[config.mk]
export PLATFORM = sky130hd
export DESIGN_NAME = mem_port_arbiter_flat
export DESIGN_NICKNAME = d
export VERILOG_FILES = /design/src/rtl/mem_port_arbiter_if.sv /design/src/rtl/mem_port_arbiter.sv /design/src/flat_wrapper.sv
export SDC_FILE = /design/constraint.sdc
export NUM_CORES = 1
export LEC_CHECK = 0
export ABC_AREA = 0
export CAP_MARGIN = 30
export CORE_UTILIZATION = 35
export DETAILED_ROUTE_END_ITERATION = 6
export PLACE_DENSITY = 0.84
export REMOVE_ABC_BUFFERS = 1
export SLEW_MARGIN = 0
export SYNTH_ARGS = -nofsm -noshare
export SYNTH_HDL_FRONTEND = slang
export SYNTH_SLANG_ARGS = --single-unit
export TNS_END_PERCENT = 50
[constraint.sdc]
create_clock -name clk -period 1.9 [get_ports clk]
set_input_delay 0.38 -clock clk [delete_from_list [all_inputs] [get_ports clk]]
set_output_delay 0.38 -clock clk [all_outputs]
set_load 0.05 [all_outputs]
[src/rtl/mem_port_arbiter_if.sv]
// -----------------------------------------------------------------------------
// mem_port_arbiter_if
//   Bundles the three memory-side buses that meet at mem_port_arbiter:
//     i_*  instruction-fetch port of the core (read only)
//     d_*  data port of the core (load / store with byte lanes)
//     m_*  the single-ported, registered-read RAM
//   slave  : the arbiter's view (takes core requests, drives the RAM)
//   master : the surrounding system's view (core ports plus RAM instance)
// -----------------------------------------------------------------------------
interface mem_port_arbiter_if;

  // instruction fetch port
  logic [31:0] i_addr;
  logic        i_read;
  logic        i_waitrequest;
  logic [31:0] i_readdata;
  logic        i_err;

  // data port
  logic [31:0] d_addr;
  logic        d_read;
  logic        d_write;
  logic [31:0] d_writedata;
  logic [3:0]  d_byteenable;
  logic        d_waitrequest;
  logic [31:0] d_readdata;
  logic        d_err;

  // RAM side
  logic [31:0] m_a;
  logic        m_we;
  logic [31:0] m_wd;
  logic [3:0]  m_byteenable;
  logic [31:0] m_rd;

  modport slave (
    input  i_addr, i_read,
    output i_waitrequest, i_readdata, i_err,
    input  d_addr, d_read, d_write, d_writedata, d_byteenable,
    output d_waitrequest, d_readdata, d_err,
    output m_a, m_we, m_wd, m_byteenable,
    input  m_rd
  );

  modport master (
    output i_addr, i_read,
    input  i_waitrequest, i_readdata, i_err,
    output d_addr, d_read, d_write, d_writedata, d_byteenable,
    input  d_waitrequest, d_readdata, d_err,
    input  m_a, m_we, m_wd, m_byteenable,
    output m_rd
  );

endinterface

[src/rtl/mem_port_arbiter.sv]
// -----------------------------------------------------------------------------
// mem_port_arbiter
//   Shares one single-ported, registered-read RAM between the core's
//   instruction-fetch port and its data port. Requests are arbitrated
//   round-robin in IDLE, then one access is sequenced at a time:
//     read          IDLE -> RD -> RD_RESP
//     full store    IDLE -> WR
//     partial store IDLE -> RMW_RD -> RMW_WR   (RAM writes whole words)
//     null store    IDLE -> DONE
//     rejected      IDLE -> ERR   (misaligned, or load+store together)
//   Every access is followed by one IDLE arbitration cycle.
//
// Ports
//   clk      rising-edge clock shared with core and RAM
//   reset_n  synchronous active-low reset; also blocks RAM writes and
//            completion strobes in any cycle where it is low
//   bus      mem_port_arbiter_if.slave (i_*, d_*, m_* buses)
// -----------------------------------------------------------------------------
module mem_port_arbiter (
  input  logic              clk,
  input  logic              reset_n,
  mem_port_arbiter_if.slave bus
);

  localparam logic [2:0] ST_IDLE    = 3'd0;
  localparam logic [2:0] ST_RD      = 3'd1;
  localparam logic [2:0] ST_RD_RESP = 3'd2;
  localparam logic [2:0] ST_RMW_RD  = 3'd3;
  localparam logic [2:0] ST_RMW_WR  = 3'd4;
  localparam logic [2:0] ST_WR      = 3'd5;
  localparam logic [2:0] ST_DONE    = 3'd6;
  localparam logic [2:0] ST_ERR     = 3'd7;

  // Byte-lane merge for read-modify-write: enabled lanes take the store
  // data, the others keep the word just read from the RAM.
  function automatic logic [31:0] merge_bytes(input logic [31:0] new_w,
                                              input logic [31:0] old_w,
                                              input logic [3:0]  be);
    logic [31:0] res;
    res = 32'h0000_0000;
    for (int k = 0; k < 4; k++) begin
      res[8*k +: 8] = be[k] ? new_w[8*k +: 8] : old_w[8*k +: 8];
    end
    return res;
  endfunction

  // Registered state
  logic [2:0]  state_r;
  logic        gnt_d_r;    // 1 = data port owns the current access
  logic        last_d_r;   // 1 = last completed access was the data port
  logic [31:0] addr_r;     // word-aligned address of the current access
  logic [31:0] wdata_r;
  logic [3:0]  be_r;

  // Arbitration / next-state signals
  logic        i_pend_s;
  logic        d_pend_s;
  logic        pick_d_s;
  logic [31:0] sel_addr_s;
  logic        bad_s;
  logic        done_s;
  logic [2:0]  state_nxt_s;

  // Output decode helpers
  logic        comp_s;
  logic        we_s;

  // Arbitration and next-state selection
  always_comb begin
    i_pend_s    = bus.i_read;
    d_pend_s    = bus.d_read | bus.d_write;
    // Data wins unless the fetch port is also pending and data went last.
    pick_d_s    = d_pend_s & (~i_pend_s | ~last_d_r);
    sel_addr_s  = pick_d_s ? bus.d_addr : bus.i_addr;
    bad_s       = (sel_addr_s[1:0] != 2'b00) |
                  (pick_d_s & bus.d_read & bus.d_write);
    done_s      = 1'b0;
    state_nxt_s = state_r;

    case (state_r)
      ST_IDLE: begin
        if (i_pend_s || d_pend_s) begin
          if (bad_s) begin
            state_nxt_s = ST_ERR;
          end else if (!pick_d_s || bus.d_read) begin
            state_nxt_s = ST_RD;
          end else if (bus.d_byteenable == 4'b1111) begin
            state_nxt_s = ST_WR;
          end else if (bus.d_byteenable == 4'b0000) begin
            state_nxt_s = ST_DONE;
          end else begin
            state_nxt_s = ST_RMW_RD;
          end
        end else begin
          state_nxt_s = ST_IDLE;
        end
      end
      ST_RD:     state_nxt_s = ST_RD_RESP;
      ST_RMW_RD: state_nxt_s = ST_RMW_WR;
      ST_RD_RESP, ST_WR, ST_RMW_WR, ST_DONE, ST_ERR: begin
        done_s      = 1'b1;
        state_nxt_s = ST_IDLE;
      end
      default:   state_nxt_s = ST_IDLE;
    endcase
  end

  // State, grant latch and round-robin history
  always_ff @(posedge clk) begin
    if (!reset_n) begin
      state_r  <= ST_IDLE;
      gnt_d_r  <= 1'b0;
      last_d_r <= 1'b0;
      addr_r   <= 32'h0000_0000;
      wdata_r  <= 32'h0000_0000;
      be_r     <= 4'b0000;
    end else begin
      state_r <= state_nxt_s;
      if (state_r == ST_IDLE && (i_pend_s || d_pend_s)) begin
        gnt_d_r <= pick_d_s;
        addr_r  <= {sel_addr_s[31:2], 2'b00};
        wdata_r <= bus.d_writedata;
        be_r    <= bus.d_byteenable;
      end else begin
        gnt_d_r <= gnt_d_r;
        addr_r  <= addr_r;
        wdata_r <= wdata_r;
        be_r    <= be_r;
      end
      if (done_s) begin
        last_d_r <= gnt_d_r;
      end else begin
        last_d_r <= last_d_r;
      end
    end
  end

  // Port and RAM outputs, decoded from the registered state. m_rd is the
  // RAM's own registered output, so read data passes straight through in
  // RD_RESP and feeds the merge in RMW_WR. reset_n gates every write and
  // completion strobe so a reset cycle never writes or completes.
  always_comb begin
    comp_s = reset_n & ((state_r == ST_RD_RESP) | (state_r == ST_WR) |
                        (state_r == ST_RMW_WR)  | (state_r == ST_DONE) |
                        (state_r == ST_ERR));
    we_s   = 1'b0;

    bus.i_waitrequest = 1'b1;
    bus.d_waitrequest = 1'b1;
    bus.i_readdata    = 32'h0000_0000;
    bus.d_readdata    = 32'h0000_0000;
    bus.i_err         = 1'b0;
    bus.d_err         = 1'b0;
    bus.m_a           = addr_r;
    bus.m_wd          = 32'h0000_0000;
    bus.m_byteenable  = 4'b1111;

    if (comp_s) begin
      if (gnt_d_r) begin
        bus.d_waitrequest = 1'b0;
      end else begin
        bus.i_waitrequest = 1'b0;
      end
    end else begin
      bus.i_waitrequest = 1'b1;
      bus.d_waitrequest = 1'b1;
    end

    case (state_r)
      ST_RD_RESP: begin
        if (!reset_n) begin
          bus.i_readdata = 32'h0000_0000;
        end else if (gnt_d_r) begin
          bus.d_readdata = bus.m_rd;
        end else begin
          bus.i_readdata = bus.m_rd;
        end
      end
      ST_WR: begin
        we_s     = 1'b1;
        bus.m_wd = wdata_r;
      end
      ST_RMW_WR: begin
        we_s     = 1'b1;
        bus.m_wd = merge_bytes(wdata_r, bus.m_rd, be_r);
      end
      ST_ERR: begin
        if (!reset_n) begin
          bus.i_err = 1'b0;
        end else if (gnt_d_r) begin
          bus.d_err = 1'b1;
        end else begin
          bus.i_err = 1'b1;
        end
      end
      default: begin
        we_s = 1'b0;
      end
    endcase

    bus.m_we = we_s & reset_n;
  end

endmodule

[src/flat_wrapper.sv]
// flat-port wrapper written by rule: the top's interface ports become plain ports
module mem_port_arbiter_flat 
  (clk, reset_n, bus_i_addr, bus_i_read, bus_i_waitrequest, bus_i_readdata, bus_i_err, bus_d_addr, bus_d_read, bus_d_write, bus_d_writedata, bus_d_byteenable, bus_d_waitrequest, bus_d_readdata, bus_d_err, bus_m_a, bus_m_we, bus_m_wd, bus_m_byteenable, bus_m_rd);
  mem_port_arbiter_if bus_i ();
  input  logic clk;
  input  logic reset_n;
  input wire logic [$bits(bus_i.i_addr)-1:0] bus_i_addr;
  input wire logic [$bits(bus_i.i_read)-1:0] bus_i_read;
  output wire logic [$bits(bus_i.i_waitrequest)-1:0] bus_i_waitrequest;
  output wire logic [$bits(bus_i.i_readdata)-1:0] bus_i_readdata;
  output wire logic [$bits(bus_i.i_err)-1:0] bus_i_err;
  input wire logic [$bits(bus_i.d_addr)-1:0] bus_d_addr;
  input wire logic [$bits(bus_i.d_read)-1:0] bus_d_read;
  input wire logic [$bits(bus_i.d_write)-1:0] bus_d_write;
  input wire logic [$bits(bus_i.d_writedata)-1:0] bus_d_writedata;
  input wire logic [$bits(bus_i.d_byteenable)-1:0] bus_d_byteenable;
  output wire logic [$bits(bus_i.d_waitrequest)-1:0] bus_d_waitrequest;
  output wire logic [$bits(bus_i.d_readdata)-1:0] bus_d_readdata;
  output wire logic [$bits(bus_i.d_err)-1:0] bus_d_err;
  output wire logic [$bits(bus_i.m_a)-1:0] bus_m_a;
  output wire logic [$bits(bus_i.m_we)-1:0] bus_m_we;
  output wire logic [$bits(bus_i.m_wd)-1:0] bus_m_wd;
  output wire logic [$bits(bus_i.m_byteenable)-1:0] bus_m_byteenable;
  input wire logic [$bits(bus_i.m_rd)-1:0] bus_m_rd;
  assign bus_i.i_addr = bus_i_addr;
  assign bus_i.i_read = bus_i_read;
  assign bus_i_waitrequest = bus_i.i_waitrequest;
  assign bus_i_readdata = bus_i.i_readdata;
  assign bus_i_err = bus_i.i_err;
  assign bus_i.d_addr = bus_d_addr;
  assign bus_i.d_read = bus_d_read;
  assign bus_i.d_write = bus_d_write;
  assign bus_i.d_writedata = bus_d_writedata;
  assign bus_i.d_byteenable = bus_d_byteenable;
  assign bus_d_waitrequest = bus_i.d_waitrequest;
  assign bus_d_readdata = bus_i.d_readdata;
  assign bus_d_err = bus_i.d_err;
  assign bus_m_a = bus_i.m_a;
  assign bus_m_we = bus_i.m_we;
  assign bus_m_wd = bus_i.m_wd;
  assign bus_m_byteenable = bus_i.m_byteenable;
  assign bus_i.m_rd = bus_m_rd;
  mem_port_arbiter u_core (.clk(clk), .reset_n(reset_n), .bus(bus_i));
endmodule
Word level (Yosys, flattened, before mapping)
Index checks and enable logic that the tools add are counted.

operators by class
  equality and inequality tests = 8
  multiplexer cells = 28
  bitwise gates (word level) = 14
  reduce and logical (&&, ||, !) cells = 9

operators with widths
  kind                                                  number
  2-to-1 mux 32 bit                                     7
  one-hot mux 32 bit (2 select lines)                   1
  2-to-1 mux 8 bit                                      4
  2-to-1 mux 3 bit                                      5
  equality test 3 bit (second input constant)           4
  one-hot mux 3 bit (4 select lines)                    1
  2-to-1 mux 1 bit                                      10
  OR 1 bit                                              7
  equality test 3 x 2 -> 1 bit (second input constant)  2
  AND 1 bit                                             5
  OR reduction 5 bit                                    1
  equality test 4 bit (second input constant)           1
  zero test 4 bit                                       1
  equality test 3 x 1 -> 1 bit (second input constant)  1
  zero test 3 bit                                       1
  logical OR 1 bit                                      2
  NOT 1 bit                                             2
  nonzero test 2 bit                                    1
  OR reduction 2 bit                                    1
  logical AND 1 bit                                     1
  zero test 1 bit                                       1

word-level totals
  register bits = 71
  input bits = 137
  output and inout bits = 137
  word-level logic and storage cells = 65

Longest topological paths before layout
Gate-level depths: netlist of the first run.

  depth in word-level cells = 9
  mapped depth = 6
  mapped depth without buffers = 4

Least setup slack after synthesis of the first run
Ideal clock, no wire load.

  path type = register to output
  from = register u_core.state_r[0]
  to = output port bus_i_err
  arrival = 1.948 ns
  data required time = 1.520 ns
  slack = -0.428 ns
  cell stages (with the launch flop) = 4
  buffers on the path = 1
  path through = dfxtp_1 clkbuf_1 nand3_1 nor3b_1

between the ends
  word-level cells in the longest chain between the ends = 2

ends and longest elaborated chain
  item                    line                     text
  start, declared         mem_port_arbiter.sv:48   logic [2:0] state_r;
  start signal, assigned  mem_port_arbiter.sv:118  state_r <= state_nxt_s;
  equality test 3 bit     mem_port_arbiter.sv:169  case (state_r)
  2-to-1 mux 1 bit        mem_port_arbiter.sv:169
  end, declared           flat_wrapper.sv:11       output wire logic [$bits(bus_i.i_err)-1:0] bus_i_err;

No other way between the ends.

Worst setup path in the final report of the first run
  from = register u_core.state_r[1]
  to = output port bus_i_readdata[2]

between the ends
  word-level cells in the longest chain between the ends = 2

ends and longest elaborated chain
  item                          line                     text
  equality test 3 x 2 -> 1 bit  mem_port_arbiter.sv:169
  2-to-1 mux 32 bit             mem_port_arbiter.sv:169
  end, declared                 flat_wrapper.sv:10       output wire logic [$bits(bus_i.i_readdata)-1:0] bus_i_readdata;

No other way between the ends.

==> impl_metrics.csv, run 1 <==
group,metric,value,unit
outcome,status,"complete, but fails checks",
outcome,violations,"negative setup slack",
min_path,hold_start,"u_core.wdata_r[24]",
drt,route.detailed.drc,0,
cells_and_area,regArea,1430,sq um
timing,rsz0062_at_grt,"yes",
timing,maxSlewHeadroom,0.494,
synthesis,async_reset_ff_frac,0,
pwr,leakage,0.00348,uW
cts,clkSinkCount,71,
critical_path,worstPathArrival,1.73,ns
critical_path,rr_startpoint,"u_core.state_r[1]",
timing,min_period,2.11,ns
synthesis,synth_top_area_frac,0.366,
pwr,swShare,0.454,
cells_and_area,final_util,0.742,
drt,drt_iter0_markers,219,
cts,cts.clk_slew.worst_paths,0.08,ns
cells_and_area,fill_cells,725,
synthesis,synth_edf_count,0,
pwr,p_sw,3390,uW
timing,hold_viol,0,
floorplanning,core_area,10800,sq um
cells_and_area,drive_gt1_frac,0.325,
job,maxCapViolations,0,
floorplanning,num_rows,38,
synthesis,ys_ff_latch,71,
pwr,clkPwrFrac,0.147,
cells_and_area,finalNetCount,935,
pwr,ir_worst_vdd,739,uV
drt,dr_wl_met2,8190,um
critical_path,worstPathBufferInverterCount,3,
global_route,gr-total-overflow,0,
cts,htree_levels,3,
pwr,power.total,7460,uW
floorplanning,die_width,107,um
floorplanning,fp.dieH,107,um
critical_path,critPathRequiredTime,1.52,ns
synthesis,syn_area_per_cell,7.40,sq um
timing,max_freq,0.473,GHz
timing,worst_slack,-0.215,ns
critical_path,critPathKind,"flip-flop to output pin",
global_route,grt_max_degree,72,
synthesis,syn_area,3890,sq um
placed_design,globalplace.congestion,0.788,
pwr,power_density,928,nW/um^2
critical_path,critPathSlowestCell,"dfxtp_4",
timing,finalCritPeriodShare,1.11,
drt,highest_layer,"met4",
cells_and_area,n_antenna_cell,0,
cts,clock_latency,0.34,ns
floorplanning,num_io_pins,274,
synthesis,synth_cells,525,
critical_path,path_cells,"nand2_4 -> nor4_4 -> buf_4 -> clkbuf_16 -> and2_4 -> buf_12",
synthesis,seq_area_frac_synth,0.366,
drt,wl,15900,um
cts,ctsLongestPathBuffers,2,
drt,ant_nets,0,
pwr,internal_power,4080,uW
cts,cts_root_buffer,"clkbuf_8",
critical_path,cp-start-kind,"flip-flop",
synthesis,synth_area_leader_cell,"dfxtp_1",
timing,setup_viol,98,
global_route,grt.total_usage,0.250,
drt,met3_length,1280,um
drt,via_per_inst,5.11,
timing,slew_viol_final,0,
synthesis,yosysUniqueCellTypes,33,
critical_path,critPathTopFamily,"simple AND/OR/NAND/NOR gates",
synthesis,synth_ff_type,"dfxtp_1",
cts,cts_buffers,9,
global_route,grt_antenna_before_repair,0,
critical_path,critPathMaxStageDelay,0.38,ns
synthesis,ys_warn_count,0,
pwr,pwr-share-comb,0.575,
cells_and_area,areaGrowthSynthToFinish,107,%
placed_design,hpwlAfterDp,10200,um
drt,vias,4822,
cells_and_area,multi_input_area,2530,sq um
placed_design,io_buffers,267,
drt,wl_met1,5860,um
drt,wl_per_cell,16.8,um
synthesis,synth_area_leaders,"dfxtp_1 37%, nand2_1 10%, and2_1 10%",
critical_path,end_kind,"output pin",
timing,clock_skew,0.0104,ns
drt,drtPass1Iterations,4,
floorplanning,initial_core_util,0.358,
critical_path,crit_start,"u_core.state_r[1]",
cts,tritoncts,"yes",
global_route,grt_pass1_wl,22400,um
floorplanning,die_area,11500,sq um
global_route,grt_pass1_vias,4633,
pwr,p_seq_frac,0.278,
critical_path,crit_path_max_fanout,8,
min_path,hp-class,"flip-flop to flip-flop",
timing,tightest_slew,0.760,ns
worst min-delay path: stages, from the launching register on:
cell,delay (ns)
dfxtp_1,0.31
nand2_1,0.05
a21oi_1,0.05
metal layers:
layer  global-route usage  vias to the layer above
li1                     -                     2313
met1                0.261                     2226
met2                0.465                      245
met3               0.0575                       38
met4                0.127                        0
met5                    0                        -
layout make-up:
class | instances | area share
Tap cell | 140 | 0.0218
Timing Repair Buffer | 306 | 0.462
Multi-Input combinational cell | 408 | 0.315
Clock buffer | 13 | 0.0198
Sequential cell | 71 | 0.178
Clock inverter | 3 | 0.00218
Inverter | 2 | 0.000934
sequential cells by signal, summed over array words and instances, names as in the netlist:
register         flops
u_core.be_r          4
u_core.bus.m_a      30
u_core.gnt_d_r       1
u_core.last_d_r      1
u_core.state_r       3
u_core.wdata_r      32
final timing paths:
path	cells after the start	slack, ns	to
worst min register to register	2	0.45	u_core.wdata_r[24]
worst min-delay path	2	0.45	u_core.wdata_r[24]
worst max-delay path	6	-0.21	bus_i_readdata[2]
worst max register to register	6	0.16	u_core.bus.m_a[26]
power groups by stage:
stage / Combinational, uW / Clock [uW] / Sequential [uW]
after detailed placement: 3920 / 0 / 2100
after global placement: 3840 / 0 / 2070
after floorplan: 1660 / 0 / 2690
final: 4290 / 1100 / 2070
after CTS: 4100 / 1130 / 2070
after global routing: 4540 / 1200 / 2120
stage by stage:
stage / setup TNS, ns / area, sq um / instances / worst slack, ns / hold WS, ns
2_1_floorplan: -127.26 / 3650 / 481 / -1.34 / 0.433
3_3_place_gp: -16.84 / 6960 / 915 / -0.285 / 0.439
3_5_place_dp: -22.18 / 6960 / 915 / -0.347 / 0.444
4_1_cts: -11.08 / 7650 / 941 / -0.178 / 0.454
5_1_grt: -19.69 / 8040 / 943 / -0.289 / 0.479
6_report: -12.58 / 8040 / 943 / -0.215 / 0.454
Yosys cell counts, types with 3 or more instances:
cell type / number
buf_2: 12
buf_4: 8
o21ai_0: 34
buf_6: 3
dfxtp_1: 71
mux2i_1: 31
clkbuf_1: 23
a21oi_1: 72
and2_1: 64
nor2_1: 38
nand2_1: 108
or3_1: 3
a211oi_1: 32
kinds of logic (layout without fill, tap and decap cells):
kind of cell	Yosys count	count (layout)	synth area share
buffers and inverters	50	324	0.0663
flip-flops	71	71	0.366
XOR/XNOR	1	1	0.00225
multiplexers	31	31	0.0798
other	2	6	0.00193
AO/OA/AOI/OAI	140	140	0.204
AND/OR/NAND/NOR	230	230	0.280
layout by cell type, fill, tap and decap left out, types with 2 or more instances in the layout:
master / Yosys / final
buf_4: 8 / 32
conb_1: 2 / 6
dfxtp_1: 71 / 67
and2_4: 0 / 63
a211oi_1: 32 / 32
a21oi_1: 72 / 46
nor4_4: 0 / 2
clkdlybuf4s50_1: 0 / 139
clkbuf_1: 23 / 2
mux2i_1: 31 / 31
buf_12: 0 / 44
nand2_1: 108 / 106
nor3_1: 2 / 2
nand3_1: 2 / 2
buf_8: 0 / 33
dlymetal6s2s_1: 0 / 18
or3_1: 3 / 3
clkbuf_16: 0 / 2
dlygate4sd2_1: 0 / 5
o21ai_0: 34 / 34
clkbuf_8: 0 / 11
nand3b_1: 2 / 2
nor2_1: 38 / 37
dfxtp_4: 0 / 3
buf_6: 3 / 32
clkinv_2: 0 / 2
a21oi_2: 0 / 26
timing repair:
action	in CTS	in global routing
endpoints found under the setup margin	103	117
resized for setup	137	101
gates cloned	3	2
hold buffers	0	0
setup buffers	7	0
pin swaps	7	2
endpoints found under the hold margin	0	0
No activity file was read; power rests on OpenSTA's default activity.
==> run 2, diff against run 1 <==
--- a/config.mk
+++ b/config.mk
@@ -5,11 +5,11 @@
 export SDC_FILE = /design/constraint.sdc
 export NUM_CORES = 1
 export LEC_CHECK = 0
-export ABC_AREA = 0
-export CAP_MARGIN = 30
-export CORE_UTILIZATION = 35
+export ABC_AREA = 1
+export CORE_UTILIZATION = 38
+export CTS_BUF_LIST = sky130_fd_sc_hd__clkbuf_8
 export DETAILED_ROUTE_END_ITERATION = 6
-export PLACE_DENSITY = 0.84
+export PLACE_DENSITY = 0.86
 export REMOVE_ABC_BUFFERS = 1
 export SLEW_MARGIN = 0
 export SYNTH_ARGS = -nofsm -noshare
==> impl_metrics.csv, run 2 <==
group,metric,value,unit
outcome,status,"complete, but fails checks",
outcome,violations,"design-rule violations, negative setup slack",
timing,max_freq,0.432,GHz
pwr,p_seq_frac,0.226,
cells_and_area,final_cell_mix,"177 x nand2_1, 140 x clkdlybuf4s50_1, 139 x nor2_1",
drt,route.detailed.drc,9,
global_route,grt_max_degree,49,
job,maxCapViolations,0,
cts,clock_latency,0.35,ns
drt,via_per_inst,5.70,
timing,slew_viol_final,0,
cts,cts_root_buffer,"clkbuf_8",
timing,hold_viol,0,
timing,maxSlewHeadroom,0.637,
drt,drtPass1Iterations,7,
synthesis,syn_area_per_cell,5.81,sq um
synthesis,yosysUniqueCellTypes,23,
timing,clock_skew,0.0110,ns
critical_path,crit_path_max_fanout,12,
pwr,power.total,11700,uW
synthesis,synth_cells,750,
drt,vias,6682,
cts,cts.clk_slew.worst_paths,0.08,ns
synthesis,syn_area,4360,sq um
floorplanning,die_width,109,um
synthesis,synth_top_area_frac,0.326,
cts,tritoncts,"yes",
drt,drt_iter0_markers,673,
floorplanning,num_rows,38,
timing,min_period,2.32,ns
global_route,grt_pass1_vias,5970,
global_route,grt_pass1_wl,30300,um
critical_path,critPathRequiredTime,1.52,ns
placed_design,io_buffers,267,
critical_path,cp-start-kind,"flip-flop",
timing,tightest_slew,0.539,ns
pwr,ir_worst_vdd,877,uV
floorplanning,die_area,11900,sq um
pwr,leakage,0.00436,uW
global_route,gr-total-overflow,0,
drt,ant_nets,0,
floorplanning,core_area,11000,sq um
timing,rsz0062_at_grt,"yes",
placed_design,hpwlAfterDp,12900,um
cells_and_area,final_common_cell,"nand2_1",
pwr,clkPwrFrac,0.095,
global_route,grt_antenna_before_repair,3,
min_path,hp-class,"flip-flop to flip-flop",
floorplanning,initial_core_util,0.397,
synthesis,seq_area_frac_synth,0.326,
critical_path,critPathKind,"flip-flop to output pin",
cts,cts_hold_buf,0,
cts,htree_levels,3,
placed_design,pre_cts_ws,-0.266,ns
pwr,p_sw,6260,uW
synthesis,synth_area_leaders,"dfxtp_1 33%, nand2_1 16%, o21ai_0 14%",
synthesis,async_reset_ff_frac,0,
cts,clkSinkCount,71,
drt,wl_per_cell,21.2,um
cells_and_area,areaGrowthSynthToFinish,118,%
cts,cts_buffers,9,
placed_design,globalplace.congestion,0.832,
cells_and_area,largest_register_ffs,32,
floorplanning,num_io_pins,274,
cells_and_area,drive_gt1_frac,0.294,
global_route,grt.total_usage,0.335,
cells_and_area,largest_register,"u_core.wdata_r",
cts,ctsLongestPathBuffers,2,
synthesis,synthTopCellsByCount,"183 x nand2_1, 145 x nor2_1, 125 x o21ai_0, 77 x inv_1, 71 x dfxtp_1",
synthesis,synth_most_common_cell,"nand2_1",
pwr,swShare,0.533,
synthesis,synth_edf_count,0,
critical_path,end_kind,"output pin",
critical_path,rr_startpoint,"u_core.state_r[1]",
floorplanning,fp.dieH,109,um
cells_and_area,finalNetCount,1163,
pwr,internal_power,5480,uW
min_path,hold_start,"u_core.last_d_r",
timing,setup_viol,97,
synthesis,ys_ff_latch,71,
synthesis,synth_ff_type,"dfxtp_1",
pwr,pwr-share-comb,0.679,
critical_path,crit_start,"u_core.state_r[0]",
critical_path,worstPathArrival,1.94,ns
timing,finalCritPeriodShare,1.22,
synthesis,synth_area_leader_cell,"dfxtp_1",
pwr,power_density,1230,nW/um^2
timing,worst_slack,-0.417,ns
synthesis,ys_warn_count,0,
drt,wl,24900,um
run 2: changes by cell type in the layout (fill, tap and decap cells not counted), moves of 33 or more:
cell	previous run	this run
a21oi_1	46	1
nor2_1	37	139
o21ai_0	34	93
and2_4	63	0
nor3_4	0	44
buf_12	44	109
nand2_1	106	177
inv_1	1	78
buf_8	33	0
run 2: final timing paths:
check                           slack (ns)  depth (start not counted)                 end
worst max register to register        0.02                         10  u_core.wdata_r[20]
worst min register to register        0.48                          2     u_core.last_d_r
worst max-delay path                 -0.42                          6   bus_d_readdata[9]
worst min-delay path                  0.48                          2     u_core.last_d_r
run 2: cell type report:
class / instances / area, sq um
multi-input cells: 541 / 3090
flip-flops and latches: 71 / 1440
fillers: 541 / 1470
clock inverters: 5 / 25.0
clock buffers: 11 / 151
well taps: 140 / 175
diodes: 2 / 5.00
inverters: 82 / 313
repair buffers: 321 / 4320
run 2: layer usage:
metal | global-route usage | vias to the layer above | part of all wire | routed length (um)
met5 | 0 | - | 0.0014 | 35
met3 | 0.0891 | 199 | 0.13 | 3330
met4 | 0.233 | 2 | 0.085 | 2110
met2 | 0.594 | 580 | 0.47 | 11800
li1 | - | 2890 | - | -
met1 | 0.342 | 3011 | 0.31 | 7690
run 2: stage by stage:
stage	area (sq um)	hold slack, ns	std cells	TNS (ns)	utilization
2_1_floorplan	4040	0.447	694	-52.18	-
3_3_place_gp	8240	0.462	1138	-0.610	0.750
3_5_place_dp	8240	0.469	1138	-0.519	0.750
4_1_cts	8990	0.483	1167	-22.28	0.818
5_1_grt	9510	0.500	1171	-20.53	0.866
6_report	9510	0.479	1173	-15.09	0.866
run 2: critical path, stage by stage, from the launching register on:
cell and delay, ns:
dfxtp_4 0.37, nor3_4 0.24, inv_4 0.10, buf_12 0.18, nor3_4 0.33, buf_6 0.20
buf_12 0.14
run 2: timing repair:
action	CTS	global route
setup buffers	10	2
gates cloned	3	4
gates resized for setup	92	154
endpoints found under the setup margin	100	115
pin swaps	6	11
run 2: cell families after synthesis:
family / Yosys count / synth area share
simple gates: 403 / 0.373
compound gates: 132 / 0.152
other cells: 2 / 0.00172
buf+inv: 142 / 0.147
flops: 71 / 0.326
run 2: power by group through the flow:
stage / Clock [uW] / Sequential (uW) / Combinational (uW)
4_1_cts: 1120 / 2540 / 7040
3_5_place_dp: 0 / 2560 / 6420
5_1_grt: 1190 / 2700 / 8330
6_report: 1120 / 2650 / 7970
2_1_floorplan: 0 / 3320 / 2660
3_3_place_gp: 0 / 2520 / 6310
